`src/rtl/datapath_run_ctrl.sv`:
```
// Run controller for the single-cycle datapath: free-run, single-step and PC
// breakpoint modes, datapath clock-enable generation and a retired-cycle counter.
module datapath_run_ctrl #(
  parameter int PC_W       = 64,
  parameter int DEB_CYCLES = 16,
  parameter int CNT_W      = 32
) (
  input  logic             clock,
  input  logic             reset,
  input  logic             mode_run,
  input  logic             step_btn,
  input  logic             halt_req,
  input  logic             bp_en,
  input  logic [PC_W-1:0]  bp_addr,
  input  logic [PC_W-1:0]  pc,
  output logic             cpu_en,
  output logic             halted,
  output logic [1:0]       state_o,
  output logic [CNT_W-1:0] cycle_cnt
);

  localparam int DEB_W = $clog2(DEB_CYCLES);
  localparam logic [DEB_W-1:0] DEB_MAX = DEB_W'(DEB_CYCLES - 1);

  typedef enum logic [1:0] {
    ST_HALT  = 2'b00,
    ST_RUN   = 2'b01,
    ST_STEP  = 2'b10,
    ST_BREAK = 2'b11
  } state_t;

  state_t state_reg, state_next;

  logic             btn_meta_reg, btn_sync_reg, btn_stable_reg;
  logic [DEB_W-1:0] deb_cnt_reg;
  logic             step_pulse_reg;
  logic             deb_rise;
  logic             bp_arm_reg, bp_arm_next;
  logic             bp_hit;
  logic             halted_reg;
  logic [CNT_W-1:0] cycle_cnt_reg;

  // Stable level flips after DEB_CYCLES consecutive differing samples.
  assign deb_rise = btn_sync_reg && !btn_stable_reg && (deb_cnt_reg == DEB_MAX);

  always_ff @(posedge clock) begin
    if (!reset) begin
      btn_meta_reg   <= 1'b0;
      btn_sync_reg   <= 1'b0;
      btn_stable_reg <= 1'b0;
      deb_cnt_reg    <= '0;
      step_pulse_reg <= 1'b0;
    end else begin
      btn_meta_reg   <= step_btn;
      btn_sync_reg   <= btn_meta_reg;
      step_pulse_reg <= deb_rise;
      if (btn_sync_reg == btn_stable_reg) begin
        deb_cnt_reg <= '0;
      end else if (deb_cnt_reg == DEB_MAX) begin
        btn_stable_reg <= btn_sync_reg;
        deb_cnt_reg    <= '0;
      end else begin
        deb_cnt_reg <= deb_cnt_reg + DEB_W'(1);
      end
    end
  end

  assign bp_hit = bp_en && bp_arm_reg && (pc == bp_addr);

  always_comb begin
    state_next  = state_reg;
    bp_arm_next = 1'b1;
    cpu_en      = !halt_req &&
                  (((state_reg == ST_RUN) && !bp_hit) || (state_reg == ST_STEP));
    case (state_reg)
      ST_HALT: begin
        if (halt_req)            state_next = ST_HALT;
        else if (mode_run)       state_next = ST_RUN;
        else if (step_pulse_reg) state_next = ST_STEP;
      end
      ST_RUN: begin
        if (halt_req || !mode_run) state_next = ST_HALT;
        else if (bp_hit)           state_next = ST_BREAK;
      end
      ST_STEP: state_next = ST_HALT;
      ST_BREAK: begin
        if (halt_req) begin
          state_next = ST_HALT;
        end else if (step_pulse_reg) begin
          // Disarm for the resume cycle so the breakpoint instruction executes once.
          if (mode_run) begin
            state_next  = ST_RUN;
            bp_arm_next = 1'b0;
          end else begin
            state_next = ST_STEP;
          end
        end
      end
      default: state_next = ST_HALT;
    endcase
  end

  always_ff @(posedge clock) begin
    if (!reset) begin
      state_reg     <= ST_HALT;
      bp_arm_reg    <= 1'b1;
      halted_reg    <= 1'b1;
      cycle_cnt_reg <= '0;
    end else begin
      state_reg  <= state_next;
      bp_arm_reg <= bp_arm_next;
      halted_reg <= (state_next == ST_HALT) || (state_next == ST_BREAK);
      if (cpu_en && !(&cycle_cnt_reg)) begin
        cycle_cnt_reg <= cycle_cnt_reg + CNT_W'(1);
      end
    end
  end

  assign state_o   = state_reg;
  assign halted    = halted_reg;
  assign cycle_cnt = cycle_cnt_reg;

endmodule

```
`config.mk`:
```
export PLATFORM = sky130hd
export DESIGN_NAME = datapath_run_ctrl
export DESIGN_NICKNAME = d
export VERILOG_FILES = /design/src/rtl/datapath_run_ctrl.sv
export SDC_FILE = /design/constraint.sdc
export NUM_CORES = 1
export LEC_CHECK = 0
export BUFFER_PORTS_ARGS = -buffer_cell sky130_fd_sc_hd__clkbuf_2
export CAP_MARGIN = 20
export CORE_MARGIN = 4
export CORE_UTILIZATION = 30
export DETAILED_ROUTE_END_ITERATION = 7
export SYNTH_ARGS = -nofsm -noshare
export SYNTH_HDL_FRONTEND = slang
export SYNTH_SLANG_ARGS = --single-unit
```
`constraint.sdc`:
```
create_clock -name clock -period 3.3 [get_ports clock]
set_clock_uncertainty 0.15 [all_clocks]
set_input_delay 0.33 -clock clock [delete_from_list [all_inputs] [get_ports clock]]
set_output_delay 0.33 -clock clock [all_outputs]
set_load 0.03 [all_outputs]
```
==> summary.txt, run 1 <==
Hold path
  • HP Start: step_btn
  • Min-delay worst type: input port to flop

Detailed routing
  • Final ANT Viol Nets: 0
  • TritonRoute pass-1 iters: 4
  • Via density: ~5
  • # DRC: 0
  • DR WL/cell: between 10 and 15 µm
  • Total number of vias: ~3300
  • DRT iter0 DRCs: 181
  • WL final: 9930 µm

Logic synthesis
  • Post-synth EDFFs: 0
  • Fraction of registers with async set or reset after synthesis: 0%
  • Syn. warnings: 0
  • Area leader, netlist: dfxtp_1
  • Top_reg_cell synth: dfxtp_1
  • Mapped Avg Cell Area: between 8 and 9 µm²
  • Cells after Synth: 372
  • Sequential area share after synthesis: 29.5%
  • Seq cells post-synth: 44
  • Top cell type's share of synthesized area: 29.5%
  • Mapped Area: 2990 µm²
  • Syn_nets: 509
  • Synth top area cells: dfxtp_1 29%, xnor2_1 13%, xor2_1 4.4%, mux2i_1 4.4%, nand2b_1 4.2%
  • Yosys cell types: 42

Global routing
  • Met3 Track Usage GR: 3.48%
  • Number of global-route vias before repair: 3181
  • Global-route wire length before repair: around 15000 µm
  • GRT overflow: 0
  • Met2 GRT Util: 29.8%
  • GRT Max-Usage Layer: met2
  • Largest net degree at the start of global routing: 53
  • M1 GR Usage: a little under a fifth
  • Global Route Usage Sum: 16.4%
  • Antenna violations before repair: 0

Power and ir drop
  • P_leak: 1.70 nW
  • PwrDens: 282 nW/µm²
  • Maximum vdd ir drop: 0.149 mV

Finish
  • Nets@finish: 675
  • Fill cells: 1004
  • Area added between synthesis and finish: 37.2%
  • Max reg flops: 32
  • Ant diodes: 0
  • Final Cell Area: 4100 µm²
  • Layout cell share with drive strength beyond 1: 34.3%

Setup path
  • Worst-path fanout max: 13
  • CP max-delay cell: nor4_1
  • Worst Setup End Kind: flop
  • Crit. Startpoint: cycle_cnt[3]
  • Startpoint types: flop
  • Crit path DAT: 2.77 ns
  • Crit path cell chain: and4_4 > nand4_4 > nor4_1 > and4_1 > buf_4 > o311ai_0 > o41ai_1
  • Worst r2r src: cycle_cnt[3]
  • Buf/Inv on CP: 1
  • Required time worst endpoint: approximately 3.4 ns
  • Crit-path leading delay family: simple AND/OR/NAND/NOR gates
  • Critical path type: flop to flop
  • CP max stage delay: about 0.55 ns

Die
  • Die H: 108 µm
  • Core footprint: 9730 µm²
  • Starting Density: a little under a third
  • Total die area: 11600 µm²
  • Die X: 108 µm
  • Row cnt: 36
  • # IOs: 170

Placed design
  • Post-Place Cell Area: 4000 µm²
  • Post-DP HPWL: between 8000 and 9000 µm
  • Port bufs: 169
  • Place WS: 0.636 ns
  • GPL Wtd Cong: 0.838

STA
  • Unrepaired setup endpoints after global routing: false
  • Max Clock Freq: 0.368 GHz
  • Final WS setup: 0.581 ns
  • Final TNS setup: 0 ns
  • Crit share post-route: 82.4%
  • Slew margin rel.: 61.8%
  • Setup violations, final: 0
  • Final Hold Vio Count: 0
  • Worst-margin pin slew: between 0.5 and 0.6 ns
  • Crit path time final: 2.72 ns
  • Final Slew Violations: 0

Clocking
  • Cts bufs inserted: 5
  • Clock sink count: between 40 and 50
  • Cts repair resizes: 0
  • CTS root buffer: clkbuf_8
  • Clk buf depth: 2
  • Worst-path clk slew: 0.09 ns
  • CTS tree: built
  • Setup Buffers After CTS: 0
  • H-tree Lvls: 2
  • Cts hold-fix bufs: 0
  • Clock Latency Late Sink: 0.30 ns

Status
  • Status: finished, final reports clean

Run
  • Max_cap viols: 0
-- cell usage in the layout, fill, tap and decap left out, types with 5 or more instances in the layout --
master and instances:
xnor2_1 45, nand2b_1 20, mux2i_1 13, nand4_1 20, a21oi_1 16, o31ai_1 6, inv_1 11, xor2_1 15
clkbuf_2 169, clkbuf_8 5, or4_1 10, nor4_1 15, and2_1 5, nand3_1 22, nand2_1 33, nor2_1 13
or3_1 9, o21ai_0 10, dfxtp_1 44, nor3_1 13
-- cell usage after synthesis, types with 2 or more instances --
cell and n:
xnor2_1 45, dfxtp_1 44, nand2_1 33, nand3_1 22, nand2b_1 20, nand4_1 20, a21oi_1 16, nor4_1 15
xor2_1 15, nor3_1 14, mux2i_1 13, nor2_1 13, inv_1 11, o21ai_0 10, or4_1 10, clkbuf_1 9
or3_1 9, o31ai_1 6, and2_1 5, and3_1 4, buf_2 4, o21a_1 4, o31a_1 4, and4_1 3
ha_1 3, buf_1 2, nor2b_1 2, o211ai_1 2
-- layer usage --
metal,wire (µm),vias to the layer above
met5,0,-
met4,236,0
met3,742,18
met2,4940,129
met1,4010,1520
li1,-,1682
-- final cells by class --
cell class	instances	area (µm²)	area share, %
Timing Repair Buffer	174	896	21.8
Sequential cell	44	881	21.5
Multi-Input combinational cell	302	2010	49.0
Inverter	11	41.3	1.01
Clock buffer	6	72.6	1.77
Tap cell	133	166	4.05
Clock inverter	2	35.0	0.854
-- stage by stage --
stage               total power [mW]  hold WS (ns)  utilization (%)  cells
floorplan                      0.643         0.243                -    372
global placement               0.750         0.269             41.1    664
detailed placement             0.755         0.269             41.1    664
CTS                             1.17        0.0726             42.2    672
global route                    1.21        0.0726             42.2    672
finish                          1.16        0.0773             42.2    672
-- kinds of logic (layout without fill, tap and decap cells) --
group | count (synthesis) | in the layout | synth area share (%)
AO/OA/AOI/OAI | 50 | 50 | 10.8
XOR/XNOR | 60 | 60 | 17.6
adder cells (fa/ha/maj) | 3 | 3 | 1.26
buffers and inverters | 26 | 193 | 3.43
flip-flops | 44 | 44 | 29.5
multiplexers | 13 | 13 | 4.35
AND/OR/NAND/NOR | 176 | 176 | 33.1
-- worst paths after layout --
path / endpoint / slack, ns / cells past startpoint
worst max-delay path: cycle_cnt[8] / 0.58 / 7
worst min-delay path: btn_meta_reg / 0.08 / 2
worst max register to register: cycle_cnt[8] / 0.58 / 7
worst min register to register: btn_sync_reg / 0.29 / 1
-- power breakdown --
part,switching [mW],internal (mW)
clock,0.190,0.225
combinational,0.0919,0.115
sequential,0.00235,0.533
Note: power is estimated with default switching activity, not from simulation.
==> run 2: changes to the inputs <==
Clock period 3.3 ns to 2.45 ns, I/O delays scaled along.
==> run 2 against run 1 <==
Critical path depth decreased by 1; worst hold slack got worse by 0.032 ns; cell count increased by 2.2%; count of clock-buffer cells in the layout decreased by 1; critical path type unchanged; power increased by 35%; design area increased by 4.0%; maximum frequency increased by 14%; first-iteration DRC count increased by 1.7%.
==> summary.txt, run 2 (synthesis gave the netlist of run 1 again) <==
Finish
  • Nets@finish: 690 (+2.2%)
  • Most frequent cells in the layout: 169 x clkbuf_2, 45 x xnor2_1, 36 x dfxtp_1
  • Ant diodes: 0 (unchanged)
  • Layout cell share with drive strength beyond 1: 38.1% (+3.8 points)
  • Most common cell after layout, fill and taps aside: clkbuf_2
  • Area added between synthesis and finish: 42.7%
  • Finished Core Util: 43.9% (+1.7 points)
  • Final Cell Area: 4270 µm² (+4.0%)
  • Max reg flops: 32 (unchanged)

Setup path
  • Required time worst endpoint: 2.53 ns (-0.82 ns)
  • Crit path cell chain: and4_4 > nand4_4 > or3_4 > or4_1 > or4_1 > a21oi_1
  • Reg-to-reg endpoint: cycle_cnt[27]
  • Critical path type: flop to flop
  • R2R setup slack: 0.07 ns (-0.51 ns)
  • Crit path DAT: 2.46 ns (-0.31 ns)
  • Crit. Startpoint: cycle_cnt[6]
  • Crit path capture: cycle_cnt[27]
  • Crit path top cell by count: or4_1
  • Worst Setup End Kind: flop
  • CP max-delay cell: or4_1
  • CP max stage delay: 0.49 ns (-0.06 ns)
  • Startpoint types: flop
  • Worst r2r src: cycle_cnt[6]
  • Cells on worst reg2reg path: 6 (-1)
  • Worst-path fanout max: 5 (-8)

Detailed routing
  • Total number of vias: 3431 (+2.4%)
  • Final ANT Viol Nets: 0 (unchanged)
  • # DRC: 0 (unchanged)
  • TritonRoute pass-1 iters: 4 (unchanged)
  • DRT iter0 DRCs: 184 (+1.7%)
  • DR WL/cell: 14.6 µm (-0.91%)
  • WL final: 10100 µm (+1.3%)
  • Via density: 4.99 (+0.21%)

Global routing
  • GRT Max-Usage Layer: met2
  • Met3 Track Usage GR: 3.96% (+0.48 points)
  • M1 GR Usage: 20.3% (+1.2 points)
  • Met2 GRT Util: 29.5% (-0.27 points)
  • GRT overflow: 0 (unchanged)
  • Number of global-route vias before repair: 3267 (+2.7%)
  • Global Route Usage Sum: 16.7% (+0.36 points)
  • Global-route wire length before repair: 15700 µm (+2.9%)
  • Antenna violations before repair: 0 (unchanged)
  • Largest net degree at the start of global routing: 52 (-1.9%)

Die
  • Total die area: 11600 µm² (unchanged)
  • Starting Density: 30.7% (unchanged)
  • Row cnt: 36 (unchanged)
  • Die X: 108 µm (unchanged)
  • Die H: 108 µm (unchanged)
  • # IOs: 170 (unchanged)
  • Core footprint: 9730 µm² (unchanged)

Placed design
  • Post-Place Cell Area: 4110 µm² (+2.9%)
  • Port bufs: 169 (unchanged)
  • Post-DP HPWL: 8270 µm (+1.5%)
  • Place WS: 0.0690 ns (-0.567 ns)
  • GPL Wtd Cong: 0.837 (about the same)

Clocking
  • CTS root buffer: clkbuf_8
  • CTS tree: built
  • Clk buf depth: 2 (unchanged)
  • Clock Latency Late Sink: 0.30 ns (about the same)
  • Clock sink count: 44 (unchanged)
  • H-tree Lvls: 2 (unchanged)
  • Cts bufs inserted: 5 (unchanged)
  • Worst-path clk slew: 0.09 ns (about the same)

STA
  • Slew margin rel.: 66.6% (+4.8 points)
  • Worst-margin pin slew: 0.496 ns (-0.0710 ns)
  • Crit path time final: 2.38 ns (-0.341 ns)
  • Setup violations, final: 0 (unchanged)
  • Crit share post-route: 97.1% (+15 points)
  • Max Clock Freq: 0.420 GHz (+14%)
  • Final Slew Violations: 0 (unchanged)
  • Final WS setup: 0.0718 ns (-0.509 ns)
  • Final Hold Vio Count: 0 (unchanged)
  • Final TNS setup: 0 ns (unchanged)
  • Unrepaired setup endpoints after global routing: false

Status
  • Status: finished, final reports clean

Run
  • Max_cap viols: 0 (unchanged)

Power and ir drop
  • Tot Pwr: 1.56 mW (+35%)
  • Maximum vdd ir drop: 0.195 mV (+31%)
  • PwrDens: 365 nW/µm² (+29%)
  • P_leak: 1.79 nW (+5.3%)

Hold path
  • Min-delay worst type: input port to flop
  • HP Start: mode_run
-- run 2: routing by layer --
metal  vias to the layer above  routed length [µm]
met5                         -                   0
met2                       134                4910
met3                        16                 774
met1                      1568                4180
li1                       1713                   -
met4                         0                 187
-- run 2: timing repair --
action	CTS	global route
setup endpoints to repair	0	10
setup buffers	0	3
endpoints found under the hold margin	0	1
hold buffers	0	1
gates resized for setup	0	3
-- run 2: through the flow --
step                cells  hold WS [ns]
CTS                   683       0.00823
global placement      675         0.266
detailed placement    675         0.275
floorplan             372         0.182
finish                687        0.0452
global route          687        0.0548
-- run 2: worst min-delay path by stage --
stage	end	slack (ns)	depth (start not counted)
after detailed placement	bp_arm_reg	0.28	1
after floorplan	bp_arm_reg	0.18	1
after global placement	btn_sync_reg	0.27	1
after CTS	btn_meta_reg	0.008	2
final	bp_arm_reg	0.05	2
after global routing	bp_arm_reg	0.05	2
-- run 2: power by group --
part / internal [mW] / total (mW) / switching, mW
clock network: 0.303 / 0.565 / 0.262
logic: 0.158 / 0.281 / 0.123
registers: 0.710 / 0.712 / 0.00228
-- run 2: final cells by class --
class,count,area [µm²]
inverters,11,41.3
fillers,1016,5460
flip-flops and latches,44,911
multi-input cells,302,2020
clock inverters,3,41.3
well taps,133,166
repair buffers,189,1010
clock buffers,5,68.8
-- run 2: critical path: cells and delay by family (launching register included) --
family | cells | cell delay, ns
and+or+nand+nor | 5 | 1.66
DFF | 1 | 0.36
AOI/OAI and AO/OA | 1 | 0.13
